===== src/rtl/wb_stage.sv =====
// Write-back stage: result select, 2-entry pending-write FIFO feeding the register
// file write port, one-hot write enables and read-port bypass for pending entries.
module wb_stage #(
    parameter int DATA_W  = 16,
    parameter int NREG    = 16,
    parameter int ADDR_W  = 4,
    parameter bit ZERO_R0 = 1'b1
) (
    input  logic              clk,
    input  logic              rst,
    input  logic              in_valid,
    output logic              in_ready,
    input  logic              in_wen,
    input  logic [ADDR_W-1:0] in_rd,
    input  logic [1:0]        in_sel,
    input  logic [DATA_W-1:0] in_alu,
    input  logic [DATA_W-1:0] in_mem,
    input  logic [DATA_W-1:0] in_pc2,
    input  logic              rf_hold,
    output logic [DATA_W-1:0] wr_data,
    output logic [NREG-1:0]   wr_en,
    input  logic [ADDR_W-1:0] src1,
    input  logic [ADDR_W-1:0] src2,
    output logic              fwd1_hit,
    output logic [DATA_W-1:0] fwd1_data,
    output logic              fwd2_hit,
    output logic [DATA_W-1:0] fwd2_data,
    output logic [1:0]        wb_count
);

    logic [ADDR_W-1:0] rd_q   [0:1];
    logic [DATA_W-1:0] data_q [0:1];
    logic              head;
    logic              tail;
    logic [1:0]        count;

    logic              accept;
    logic              enq;
    logic              retire;
    logic              young;
    logic [DATA_W-1:0] result;

    assign in_ready = (count != 2'd2);
    assign wb_count = count;
    assign accept   = in_valid & in_ready;
    assign enq      = accept & in_wen & ~(ZERO_R0 && (in_rd == '0));
    assign retire   = (count != 2'd0) & ~rf_hold;
    assign young    = ~tail;

    // NOTE: every always_comb output is given a default first so no path can infer a latch.
    always_comb begin
        result = in_alu;
        case (in_sel)
            2'b01:   result = in_mem;
            2'b10:   result = in_pc2;
            default: result = in_alu;
        endcase
    end

    assign wr_data = (count != 2'd0) ? data_q[head] : '0;
    assign wr_en   = retire ? (NREG'(1) << rd_q[head]) : '0;

    // NOTE: sequential state uses non-blocking assignments so all registers update together at the edge.
    always_ff @(posedge clk or negedge rst) begin
        if (!rst) begin
            head  <= 1'b0;
            tail  <= 1'b0;
            count <= 2'd0;
        end else begin
            if (enq)
                tail <= ~tail;
            if (retire)
                head <= ~head;
            count <= count + 2'(enq) - 2'(retire);
        end
    end

    // NOTE: entry storage is not reset; count alone decides which slots are meaningful.
    always_ff @(posedge clk) begin
        if (enq) begin
            rd_q[tail]   <= in_rd;
            data_q[tail] <= result;
        end
    end

    // Youngest entry wins; an entry retiring this cycle still forwards.
    function automatic logic [DATA_W:0] bypass(input logic [ADDR_W-1:0] src);
        logic [DATA_W:0] r;
        r = '0;
        if (!(ZERO_R0 && (src == '0))) begin
            if (count != 2'd0 && rd_q[young] == src)
                r = {1'b1, data_q[young]};
            else if (count == 2'd2 && rd_q[head] == src)
                r = {1'b1, data_q[head]};
        end
        return r;
    endfunction

    assign {fwd1_hit, fwd1_data} = bypass(src1);
    assign {fwd2_hit, fwd2_data} = bypass(src2);

endmodule


===== config.mk =====
export PLATFORM = sky130hd
export DESIGN_NAME = wb_stage
export DESIGN_NICKNAME = d
export VERILOG_FILES = /design/src/rtl/wb_stage.sv
export SDC_FILE = /design/constraint.sdc
export NUM_CORES = 1
export LEC_CHECK = 0
export BUFFER_PORTS_ARGS = -buffer_cell sky130_fd_sc_hd__buf_2
export CELL_PAD_IN_SITES_DETAIL_PLACEMENT = 2
export CELL_PAD_IN_SITES_GLOBAL_PLACEMENT = 2
export CORE_MARGIN = 5
export CORE_UTILIZATION = 29
export CTS_CLUSTER_SIZE = 25
export DETAILED_ROUTE_END_ITERATION = 8
export GPL_ROUTABILITY_DRIVEN = 1
export PLACE_DENSITY = 0.91
export SETUP_SLACK_MARGIN = 0.05
export SLEW_MARGIN = 40
export SYNTH_ARGS = -nofsm -noshare
export SYNTH_HDL_FRONTEND = slang
export SYNTH_SLANG_ARGS = --single-unit

===== constraint.sdc =====
create_clock -name clk -period 3.1 [get_ports clk]
set_input_delay 0.62 -clock clk [delete_from_list [all_inputs] [get_ports clk]]
set_output_delay 0.62 -clock clk [all_outputs]
set_load 0.05 [all_outputs]

After elaboration in Yosys (flattened, before gate mapping)
Memory sizes are Yosys's and may differ from the RTL's. Index checks and enable logic that the tools add are counted.

$add $sub $neg: 2. Equal/unequal tests: 8. Shift-type cells: 1. Muxes and demuxes: 11. Bitwise gates (word level): 8. Reductions and logical operators: 8.

Operator list (number): two-way mux 17 bit (6); two-way mux 16 bit (2); case mux 16 bit (2 select lines) (1); equality test 4 bit (4); left shift 1 x 4 -> 16 bit, first input constant (1); logical NOT 4 bit (3); AND 1 bit (4); equality test 2 bit, second input constant (2); logical AND 1 bit (4); inverter 1 bit (4); adder 2 x 1 -> 2 bit (1); equality test 2 x 1 -> 1 bit, second input constant (1); two-way mux 1 bit (2); != test 2 bit, second input constant (1); nonzero test 2 bit (1); subtractor 2 x 1 -> 2 bit (1).

Register bits after elaboration: 4. RAM bits: 40. Input port bits: 67. Output and inout bits: 69. Word-level logic and storage cells: 43. Memories: 2.

Memories: data_q (words 2, bits a word 16, rd ports 2, clocked after Yosys merged registers in 0, wr ports 1, RTL line 32) `logic [DATA_W-1:0] data_q [0:1];`; rd_q (words 2, bits a word 4, rd ports 2, clocked after Yosys merged registers in 0, wr ports 1, RTL line 31) `logic [ADDR_W-1:0] rd_q [0:1];`.

Logic depth before layout (Yosys ltp)
Depth after elaboration: 6. Depth in mapped cells: 8. Depth with buffers taken out: 8.

Worst setup path after synthesis
No wires, ideal clock.

Path kind: register to output. Start: register count[1] (netlist: wb_count[1]). End: output port fwd2_data[10]. Arrival: 2.717 ns. Data required time: 2.480 ns. Path slack: -0.237 ns. Cell stages (with the launch flop): 6. Buffers on the path: 1. Cells stage by stage: dfrtp_1 > o21ai_0 > mux2i_1 > nand4_2 > clkbuf_1 > o32ai_1.

Longest elaborated chain between the ends: 5. Elaborated cells on any way between the ends: 7. Those cells by class: eq/ne: 1; mux: 3; reduce/logical: 3.

RTL lines: from (decl) (RTL line 35) `logic [1:0] count;`; from (signal assigned) (RTL line 74) `count <= count + 2'(enq) - 2'(retire);`; equality test 2 bit (RTL line 93) `else if (count == 2'd2 && rd_q[head] == src)`; logical AND 1 bit (RTL line 93); two-way mux 17 bit (RTL line 93); two-way mux 17 bit (*) (RTL line 91) `if (count != 2'd0 && rd_q[young] == src)`; two-way mux 17 bit (*) (RTL line 90) `if (!(ZERO_R0 && (src == '0))) begin`; to (decl) (RTL line 27) `output logic [DATA_W-1:0] fwd2_data,`.

Mark *: on every way between the ends. The rest lies on a longest branch, timed or not.

Worst setup path after layout
Start: register head. End: output port fwd2_data[11].

Longest elaborated chain between the ends: 6. Elaborated cells on any way between the ends: 7. Those cells by class: eq/ne: 1; mux: 3; reduce/logical: 1; memory: 2.

RTL lines: from (decl) (RTL line 33) `logic head;`; from (signal assigned) (RTL line 73) `head <= ~head;`; memory read (2 x 4 bit); equality test 4 bit (RTL line 93); logical AND 1 bit (RTL line 93); two-way mux 17 bit (*) (RTL line 93); two-way mux 17 bit (*) (RTL line 91); two-way mux 17 bit (*) (RTL line 90).

Marks and branches as above.

==> metrics.cfg <==
[die]
die_height_um=117.5
num_rows=39
start_util=0.2945
io_pins=136
core_um2=11370
dieArea_um2=13790
die-width_um=117.5

[synth]
syn_area_per_cell_um2=10.37
synth_edf_count=40
yosys.area.top_type=edfxtp_1
synth_fp_nets=394
synth_top_flop_cell=edfxtp_1
ys_seq_area_frac=0.3886
ys_types=39
yosysTopAreaCellShare=0.3587
synthTopCellsByArea=edfxtp_1 36%, mux2i_1 6.9%, mux2_2 6.1%, o32ai_1 5.8%, nand2_1 5.7%
synth_seq_cells=44
syn-cell-area_um2=3348
yosysWarningCount=0
synth-async-reset-ratio=0.09091
syn_inst=323

[final_layout]
antenna_cells=0
layout.nets=539
syn2layout_area_growth_pct=46.86
multi_input_area_um2=2203
layout_common_cells=102 x buf_2, 51 x nand2_1, 48 x buf_4, 40 x edfxtp_1, 22 x o32ai_2
final_common_cell=buf_2
layout-drive-gt1-share=0.5203
fill_cells=1171
seq_area_um2=1304
final_cell_area_um2=4917

[pwr]
pwr-share-clk=0.132
sw_frac_of_total=0.5251
vdd_drop_max_v=0.0004242
p_sw_mw=2.321
p_int_mw=2.099
combPwrFrac=0.668
power_density_nw_per_um2=898.9
seq_power_share=0.200
leakage_nw=2.019

[placed_design]
place_congestion=0.9020
place_ws_ps=-107.1
postPlaceCellArea_um2=4290
place_hpwl_um=11000
portBuffers=135

[global_route]
antenna_found_initial=0
grt_first_pass_wirelength_um=22300
grt_start_max_net_pins=33
grt_overflow=0
grt_pass1_vias=3583
use_met3=0.03075
grt_util_all_layers=0.2020
grtUsageMet2=0.3596
busiest_layer=met2
met1_usage=0.2498

[route]
firstDrtPassIters=5
drt-wirelength-per-cell_um=26.31
routed_wl_um=16100
drtAntennaViolNets=0
detail_route.iter0.violations=297
post-route-drc-count=0
vias=3476
vias_per_cell=5.680

[timing]
maxSlewHeadroom=0.5799
worstMarginPinSlew_ps=630.1
hold_viol_final=0
grt_setup_unrepaired=true
maxSlewViolCount=0
setup_violations=11
period_share=1.030
min_period_ps=3192
fin_ws_ps=-92.09
clock_skew_ps=6.235
clock.fmax_ghz=0.3133

[status]
violations=setup timing
status=complete, but fails checks

[clock_network]
clockBufferDepth=2
cts_made_buffers=5
clock_latency_ps=280
h-tree-depth=2
cts_root_buf=clkbuf_16
cts_sinks=44
path_clk_slew_ps=60
cts_tree=yes
holdBufCountCts=0

[setup_path]
cp.required_ps=2480
crit_type=flip-flop to primary output
crit_arrival_ps=2570
endpoint_kind=primary output
reg2reg_slack_ps=700
critPathLaunchType=flip-flop
r2r_start=wb_count[0]$_DFF_PN0_
critical_path.max_fanout=8
timing.rr.end=data_q[0][3]$_DFFE_PP_
r2r_cells=5

[min_path]
hp-class=primary input to async pin

[flow_run]
maxCapViolations=0

cell usage after synthesis, types with 7 or more instances:
cell       n
inv_1      7
edfxtp_1  40
o21ai_0   18
xor2_1     7
nand2_1   51
xnor2_1   11
a22oi_1   16
nor2b_1   16
o32ai_1   22
clkbuf_1  17
o32ai_2   10
nor2_1     7
nor3_1    17
mux2i_1   23
mux2_2    18
per-stage QoR:
| stage | hold WS (ps) | TNS [ps] | util | instances | total power [mW] |
|---|---|---|---|---|---|
| finish | 136.0 | -276.5 | 0.4325 | 612 | 4.420 |
| floorplan | 324.4 | -2381 | - | 323 | 2.693 |
| detailed placement | 437.4 | -810.2 | 0.3774 | 590 | 3.340 |
| global placement | 434.1 | 0 | 0.3774 | 590 | 3.209 |
| CTS | 137.0 | 0 | 0.4101 | 605 | 4.079 |
| global route | 136.0 | -1720 | 0.4325 | 612 | 4.566 |
layout make-up:
class	count	share of cell area
clock buffer	5	0.02545
clock inverter	3	0.008651
inverter	7	0.005344
timing repair buffer	162	0.2109
tap	143	0.03639
multi-input combinational	248	0.4481
sequential	44	0.2651
cells by family after synthesis:
| family | synth area share |
|---|---|
| buf+inv | 0.04746 |
| fa+ha+maj | 0.01495 |
| simple gates | 0.1697 |
| compound gates | 0.1854 |
| flops | 0.3886 |
| xor+xnor | 0.04708 |
| mux | 0.1469 |
critical path, stage by stage, from the launching register on:
cell,delay (ps)
dfrtp_2,520
buf_12,150
mux2i_4,250
xnor2_1,170
nor3_4,290
buf_4,190
nand4_4,200
o32ai_1,240
buf_4,270
power groups by stage:
stage               registers (mW)  logic, mW  clock network (mW)
floorplan                    0.883       1.81                   0
global placement             0.875       2.33                   0
detailed placement           0.896       2.44                   0
CTS                          0.896       2.59               0.596
global route                 0.892       3.04               0.631
finish                       0.885       2.95               0.584
worst max-delay path by stage:
stage | startpoint | endpoint | slack (ps) | cells past startpoint
detailed placement | head$_DFFE_PN0P_ | fwd2_data[7] | -110 | 6
CTS | head$_DFFE_PN0P_ | fwd2_data[8] | 50 | 6
global placement | tail$_DFFE_PN0P_ | fwd1_data[9] | 110 | 7
finish | head$_DFFE_PN0P_ | fwd2_data[11] | -90 | 8
floorplan | wb_count[1]$_DFF_PN0_ | fwd2_data[10] | -240 | 5
global route | head$_DFFE_PN0P_ | fwd2_data[11] | -120 | 8
what timing repair did:
item / in CTS / in global routing
endpoints found under the setup margin: 34 / 33
pin swaps: 2 / 2
gates resized for setup: 35 / 47
cloned: 0 / 1
buffers inserted: 7 / 6
per-layer routing:
| metal | wire length, um | up-vias |
|---|---|---|
| li1 | - | 1529 |
| met1 | 6416 | 1709 |
| met2 | 8065 | 187 |
| met3 | 889 | 51 |
| met4 | 730 | 0 |
| met5 | 0 | - |
registers in the layout, indices dropped and copies added (netlist names):
register,cells
head,1
tail,1
data_q,32
wb_count,2
rd_q,8
Power figures use the tool's default switching activity.
